$ cat config.mk
export PLATFORM = sky130hd
export DESIGN_NAME = program_sequencer
export DESIGN_NICKNAME = d
export VERILOG_FILES = /design/src/rtl/pc_seq_pkg.sv /design/src/rtl/ras_stack.sv /design/src/rtl/program_sequencer.sv
export SDC_FILE = /design/constraint.sdc
export NUM_CORES = 1
export LEC_CHECK = 0
export CAP_MARGIN = 0
export CORE_ASPECT_RATIO = 1.5
export CORE_UTILIZATION = 50
export CTS_CLUSTER_SIZE = 24
export DETAILED_ROUTE_END_ITERATION = 8
export GPL_TIMING_DRIVEN = 0
export PLACE_DENSITY = 0.82
export SLEW_MARGIN = 25
export SYNTH_ARGS = -nofsm -noshare
export SYNTH_HDL_FRONTEND = slang
export SYNTH_SLANG_ARGS = --single-unit
$ cat constraint.sdc
create_clock -name clk_pi -period 5.55 [get_ports clk_pi]
set_input_delay 1.3875 -clock clk_pi [delete_from_list [all_inputs] [get_ports clk_pi]]
set_output_delay 1.3875 -clock clk_pi [all_outputs]
set_load 0.005 [all_outputs]
$ cat src/rtl/pc_seq_pkg.sv
// Shared types and helpers for the program sequencer and its return-address stack.
package pc_seq_pkg;

  localparam int unsigned PC_W_DEF        = 16;
  localparam int unsigned INSTR_BYTES_DEF = 2;
  localparam int unsigned BR_IMM_W_DEF    = 6;
  localparam int unsigned JMP_IMM_W_DEF   = 12;
  localparam int unsigned RAS_DEPTH_DEF   = 4;
  localparam logic [15:0] RESET_PC_DEF    = 16'h0000;
  localparam logic [15:0] IRQ_VECTOR_DEF  = 16'h0010;

  typedef enum logic [2:0] {
    SEL_SEQ,
    SEL_BR,
    SEL_JMP,
    SEL_RET,
    SEL_IRQ,
    SEL_ERET
  } npc_sel_e;

  // Sign-extend the low w bits of val to 32 bits; callers truncate to PC width.
  function automatic logic [31:0] sext32(input logic [31:0] val, input int unsigned w);
    logic [31:0] shifted;
    shifted = val << (32 - w);
    return $signed(shifted) >>> (32 - w);
  endfunction

endpackage

$ cat src/rtl/ras_stack.sv
// Circular return-address stack. A push when full overwrites the oldest entry;
// a pop when empty leaves the stack untouched. Overflow/underflow are
// combinational indications for the current request.
module ras_stack
  import pc_seq_pkg::*;
#(
  parameter int unsigned PC_W      = PC_W_DEF,
  parameter int unsigned RAS_DEPTH = RAS_DEPTH_DEF
) (
  input  logic            clk_pi,
  input  logic            reset_pi,
  input  logic            push_pi,
  input  logic            pop_pi,
  input  logic [PC_W-1:0] push_data_pi,
  output logic [PC_W-1:0] top_po,
  output logic            full_po,
  output logic            empty_po,
  output logic            overflow_po,
  output logic            underflow_po
);

  localparam int unsigned PTR_W = $clog2(RAS_DEPTH);
  localparam int unsigned CNT_W = PTR_W + 1;

  logic [PC_W-1:0]  mem_q [RAS_DEPTH];
  logic [PTR_W-1:0] ptr_q;
  logic [CNT_W-1:0] count_q;

  assign full_po      = (count_q == CNT_W'(RAS_DEPTH));
  assign empty_po     = (count_q == '0);
  assign top_po       = mem_q[ptr_q - 1'b1];
  assign overflow_po  = push_pi & full_po;
  assign underflow_po = pop_pi & empty_po;

  // Pointer and occupancy; the pointer always names the next slot to write.
  always_ff @(posedge clk_pi) begin
    if (reset_pi) begin
      ptr_q   <= '0;
      count_q <= '0;
    end else if (push_pi) begin
      ptr_q <= ptr_q + 1'b1;
      if (!full_po) count_q <= count_q + 1'b1;
    end else if (pop_pi && !empty_po) begin
      ptr_q   <= ptr_q - 1'b1;
      count_q <= count_q - 1'b1;
    end
  end

  // Entry storage, no reset needed since occupancy gates every read.
  always_ff @(posedge clk_pi) begin
    if (!reset_pi && push_pi) mem_q[ptr_q] <= push_data_pi;
  end

endmodule

$ cat src/rtl/program_sequencer.sv
// Fetch-stage program counter with stall, branch/jump, call/return through a
// hardware return-address stack, and an optional interrupt vector enabled by
// the PC_IRQ_EN macro (adds irq_pi, eret_pi and irq_ack_po).
module program_sequencer
  import pc_seq_pkg::*;
#(
  parameter int unsigned     PC_W        = PC_W_DEF,
  parameter int unsigned     INSTR_BYTES = INSTR_BYTES_DEF,
  parameter int unsigned     BR_IMM_W    = BR_IMM_W_DEF,
  parameter int unsigned     JMP_IMM_W   = JMP_IMM_W_DEF,
  parameter int unsigned     RAS_DEPTH   = RAS_DEPTH_DEF,
  parameter logic [PC_W-1:0] RESET_PC    = PC_W'(RESET_PC_DEF),
  parameter logic [PC_W-1:0] IRQ_VECTOR  = PC_W'(IRQ_VECTOR_DEF)
) (
  input  logic                 clk_pi,
  input  logic                 reset_pi,
  input  logic                 clk_en_pi,
  input  logic                 stall_pi,
  input  logic                 branch_taken_pi,
  input  logic [BR_IMM_W-1:0]  branch_immediate_pi,
  input  logic                 jump_taken_pi,
  input  logic                 call_pi,
  input  logic [JMP_IMM_W-1:0] jump_immediate_pi,
  input  logic                 ret_pi,
  output logic [PC_W-1:0]      pc_po,
  output logic                 ras_empty_po,
  output logic                 ras_full_po,
  output logic                 ras_err_po
`ifdef PC_IRQ_EN
  ,
  input  logic                 irq_pi,
  input  logic                 eret_pi,
  output logic                 irq_ack_po
`endif
);

  // Power-up value before the first reset is all-ones.
  logic [PC_W-1:0] pc_q = '1;
  logic            err_q;
  logic            rst_act;
  logic            advance;
  npc_sel_e        sel;
  logic [PC_W-1:0] npc;
  logic [PC_W-1:0] pc_next;
  logic [PC_W-1:0] br_off;
  logic [PC_W-1:0] jmp_off;
  logic [PC_W-1:0] ras_top;
  logic [PC_W-1:0] eret_target;
  logic            irq_take;
  logic            eret_take;
  logic            ras_push;
  logic            ras_pop;
  logic            ras_ovf;
  logic            ras_unf;

  assign rst_act = clk_en_pi & reset_pi;
  assign advance = clk_en_pi & ~stall_pi & ~reset_pi;
  assign npc     = pc_q + PC_W'(INSTR_BYTES);
  assign br_off  = PC_W'(sext32(32'(branch_immediate_pi), BR_IMM_W));
  assign jmp_off = PC_W'(sext32(32'(jump_immediate_pi), JMP_IMM_W));

`ifdef PC_IRQ_EN
  logic            irq_mask_q;
  logic [PC_W-1:0] epc_q;
  logic            ack_q;

  assign irq_take    = irq_pi & ~irq_mask_q;
  assign eret_take   = eret_pi & irq_mask_q;
  assign eret_target = epc_q;
  assign irq_ack_po  = ack_q;

  // Interrupt mask, saved return PC and one-cycle acknowledge pulse.
  always_ff @(posedge clk_pi) begin
    if (rst_act) begin
      irq_mask_q <= 1'b0;
      epc_q      <= '0;
      ack_q      <= 1'b0;
    end else if (clk_en_pi) begin
      ack_q <= advance & (sel == SEL_IRQ);
      if (advance && sel == SEL_IRQ) begin
        irq_mask_q <= 1'b1;
        epc_q      <= npc;
      end else if (advance && sel == SEL_ERET) begin
        irq_mask_q <= 1'b0;
      end
    end
  end
`else
  assign irq_take    = 1'b0;
  assign eret_take   = 1'b0;
  assign eret_target = '0;
`endif

  // Priority encoder: irq > eret > ret > branch > jump/call > sequential.
  always_comb begin
    sel = SEL_SEQ;
    if (irq_take)                      sel = SEL_IRQ;
    else if (eret_take)                sel = SEL_ERET;
    else if (ret_pi)                   sel = SEL_RET;
    else if (branch_taken_pi)          sel = SEL_BR;
    else if (jump_taken_pi || call_pi) sel = SEL_JMP;
  end

  // Next-PC mux; a return from an empty stack falls through to sequential.
  always_comb begin
    pc_next = npc;
    case (sel)
      SEL_BR:   pc_next = npc + br_off;
      SEL_JMP:  pc_next = npc + jmp_off;
      SEL_RET:  pc_next = ras_empty_po ? npc : ras_top;
      SEL_IRQ:  pc_next = IRQ_VECTOR;
      SEL_ERET: pc_next = eret_target;
      default:  pc_next = npc;
    endcase
  end

  assign ras_push = advance & (sel == SEL_JMP) & call_pi;
  assign ras_pop  = advance & (sel == SEL_RET);

  ras_stack #(
    .PC_W      (PC_W),
    .RAS_DEPTH (RAS_DEPTH)
  ) u_ras (
    .clk_pi       (clk_pi),
    .reset_pi     (rst_act),
    .push_pi      (ras_push),
    .pop_pi       (ras_pop),
    .push_data_pi (npc),
    .top_po       (ras_top),
    .full_po      (ras_full_po),
    .empty_po     (ras_empty_po),
    .overflow_po  (ras_ovf),
    .underflow_po (ras_unf)
  );

  // PC register and sticky stack-error flag.
  always_ff @(posedge clk_pi) begin
    if (rst_act) begin
      pc_q  <= RESET_PC;
      err_q <= 1'b0;
    end else if (advance) begin
      pc_q <= pc_next;
      if (ras_ovf || ras_unf) err_q <= 1'b1;
    end
  end

  assign pc_po      = pc_q;
  assign ras_err_po = err_q;

endmodule

==> flow_summary.yaml <==
run_status:
  status: "complete, no violations"
floorplanning:
  die_w_um: 82.5
  fp.dieH_um: 123
  std_cell_rows: 43
  floorplan.initialDensity: 0.519
  die-area_mm2: 0.0101
  num_io_pins: 45
  core_area_mm2: 0.00936
finish:
  mostFrequentLayoutCells: "64 x edfxtp_1, 44 x clkdlybuf4s50_1, 43 x nand2_1"
  syn_to_layout_area_delta_pct: 18.2
  mostFrequentLayoutCell: "edfxtp_1"
  fillCellCount: 754
  layout-drive-gt1-share: 0.125
  insertedDiodeCount: 0
  instances_no_fill: 592
  nets: 527
  final_cell_area_mm2: 0.00574
yosys:
  synth-edff-count: 64
  part_of_the_yosys_area_used_for_sequential_elements: 0.487
  synth_seq_cells: 86
  synth_area_leader_cell: "edfxtp_1"
  syn-mean-instance-area_um2: 11.6
  ys.flop_type: "edfxtp_1"
  yosysWarningCount: 0
  synth.area.top_cells: "edfxtp_1 40%, dfxtp_1 9.1%, mux4_2 7.4%"
  instance_count_of_the_mapped_netlist: 420
  synth_area_mm2: 0.00485
  synthDominantCellAreaShare: 0.396
  synth.net_count: 472
  synth.distinct_cells: 62
  synth-async-reset-ratio: 0
clock_tree:
  clkTransAtPathRegs_ns: 0.06
  numClockSinks: 86
  clock_tree.root_cell: "clkbuf_16"
  post_cts_gate_resize_count: 0
  post_cts.repair.setup_buffers: 0
  cts_inserted_buffers: 9
  cts.path.max_buffers: 2
  worstSkewPairLatency_ns: 0.34
  level_count_of_the_clock_h_tree: 3
  cts_tree: "done"
  ctsHoldBuffers: 0
grt:
  grt_use_total: 0.266
  grt_first_pass_wirelength_um: 19100
  first_global_vias: 3602
  grt_antenna_before_repair: 0
  globalRoute.totalOverflow: 0
  grt_start_max_net_pins: 17
worst_hold_path:
  min-delay-path-class: "flip-flop to flip-flop"
  worstHoldPathCells: 2
sta:
  finalHoldViolations: 0
  fin_crit_sh: 0.920
  slew_violations: 0
  layout_min_cycle_time_ns: 5.11
  setup-violations-final: 0
  grt_setup_unrepaired: "false"
  slew_headroom: 0.348
  clock.fmax_mhz: 196
  layout_setup_ws_ns: 0.442
  setup-tns-final_ns: 0
  fin_worst_skew_ns: 0.00693
  pin_slew_with_the_least_headroom_to_its_limit_ns: 0.978
routing:
  drt_pre_antenna_iters: 6
  count_of_routing_violations_after_the_opening_detailed_route_iteration: 450
  met3_wirelength_um: 1010
  wl_um: 12300
  drt.antenna.violating_nets: 0
  wire_per_inst_um: 20.7
  met2_length_um: 6120
  viasPerCell: 6.51
  detail_route.wirelength.met1_um: 4650
  dr.max_layer_used: "met4"
  detailroute.via_count: 3855
  remaining_drc_errors: 0
placement:
  pre_cts_ws_ns: 0.128
  dpl_cell_area_mm2: 0.00544
  hpwlAfterDp_um: 8730
  placed_cells: 576
  gpl.final_weighted_congestion: 0.992
  place.port_buffers: 44
worst_setup_path:
  crit_path_max_fanout: 6
  ff2ff_setup_slack_ns: 2.15
  criticalPathCategory: "primary input to flip-flop"
  startpoint_type: "primary input"
  r2r_cells: 11
  worst_ep_required_time_ns: 5.77
  critPathArrivalTime_ns: 5.33
  endpoint_kind: "flip-flop"
pwr:
  finalPower_mw: 1.88
  power.ir.vdd_worst_mv: 0.177
  p_per_area_mw_per_mm2: 327
  static-leakage-power_nw: 2.11
run:
  max_cap_viol_count: 0
-- final timing paths --
check                                start    endpoint
worst max register to register    pc_po[1]   pc_po[14]
worst max-delay path                ret_pi   pc_po[14]
worst min register to register  ras_err_po  ras_err_po
worst min-delay path            ras_err_po  ras_err_po
-- state kept, by name, indices dropped and copies added, names as in the netlist --
name           flops
u_ras.ptr_q        2
u_ras.mem_q       64
pc_po             16
ras_err_po         1
u_ras.count_q      3
-- synth_stat cells (4+ instances only) --
cell and count:
a21o_1 6, a21oi_1 33, a221oi_1 7, a22oi_1 4, a31oi_1 6, and2_1 6
buf_2 6, clkbuf_1 9, dfxtp_1 22, edfxtp_1 64, ha_1 24, inv_1 9
mux2_2 8, mux4_2 16, nand2_1 43, nand2b_1 4, nand3_1 11, nand4_1 5
nor2_1 18, nor3_1 5, o211ai_1 4, o21ai_0 27, xnor2_1 13, xor2_1 14
-- area by class of cell --
cell class                      instances  area (um^2)  share of cell area
Buffer                                 18         82.6              0.0144
Clock buffer                            9          225              0.0392
Clock inverter                          7         80.1              0.0139
Inverter                                9         33.8             0.00588
Multi-Input combinational cell        307         2380               0.414
Sequential cell                        86         2360               0.412
Tap cell                              112          140              0.0244
Timing Repair Buffer                   44          440              0.0767
-- metal layers --
layer  global-route usage  up-vias
li1                     -     1728
met1                0.331     1846
met2                0.428      237
met3               0.0565       44
met4                0.141        0
met5                    0        -
-- where the power goes --
| part | switching (mW) | internal [mW] |
|---|---|---|
| clock network | 0.262 | 0.355 |
| registers | 0.0425 | 0.735 |
| logic | 0.272 | 0.214 |
-- worst max-delay path, stage by stage --
cell             delay (ns)
clkdlybuf4s50_1        0.41
or2_2                  0.32
inv_1                  0.13
ha_1                   0.18
clkbuf_1               0.42
mux2_2                 0.41
ha_1                   0.25
fa_1                   0.42
a21o_1                 0.21
a221oi_1               0.52
o211ai_1               0.18
a31oi_1                0.26
or4b_1                 0.16
o211ai_1               0.08
-- through the flow --
stage | util | hold slack (ns)
after CTS | 0.613 | 0.498
after global placement | 0.581 | 0.473
after detailed placement | 0.581 | 0.479
after floorplan | - | 0.471
final | 0.613 | 0.498
after global routing | 0.613 | 0.533
-- cells by family (layout without fill, tap and decap cells) --
| kind of cell | count (synthesis) | after routing | share of synthesized area |
|---|---|---|---|
| buffers and inverters | 27 | 87 | 0.0240 |
| and+or+nand+nor | 114 | 114 | 0.121 |
| DFF | 86 | 86 | 0.487 |
| adders and majority gates | 26 | 26 | 0.0701 |
| AOI/OAI and AO/OA | 114 | 114 | 0.152 |
| xor gates and xnor gates | 28 | 28 | 0.0521 |
| muxes | 25 | 25 | 0.0948 |
Power figures use the tool's default switching activity.
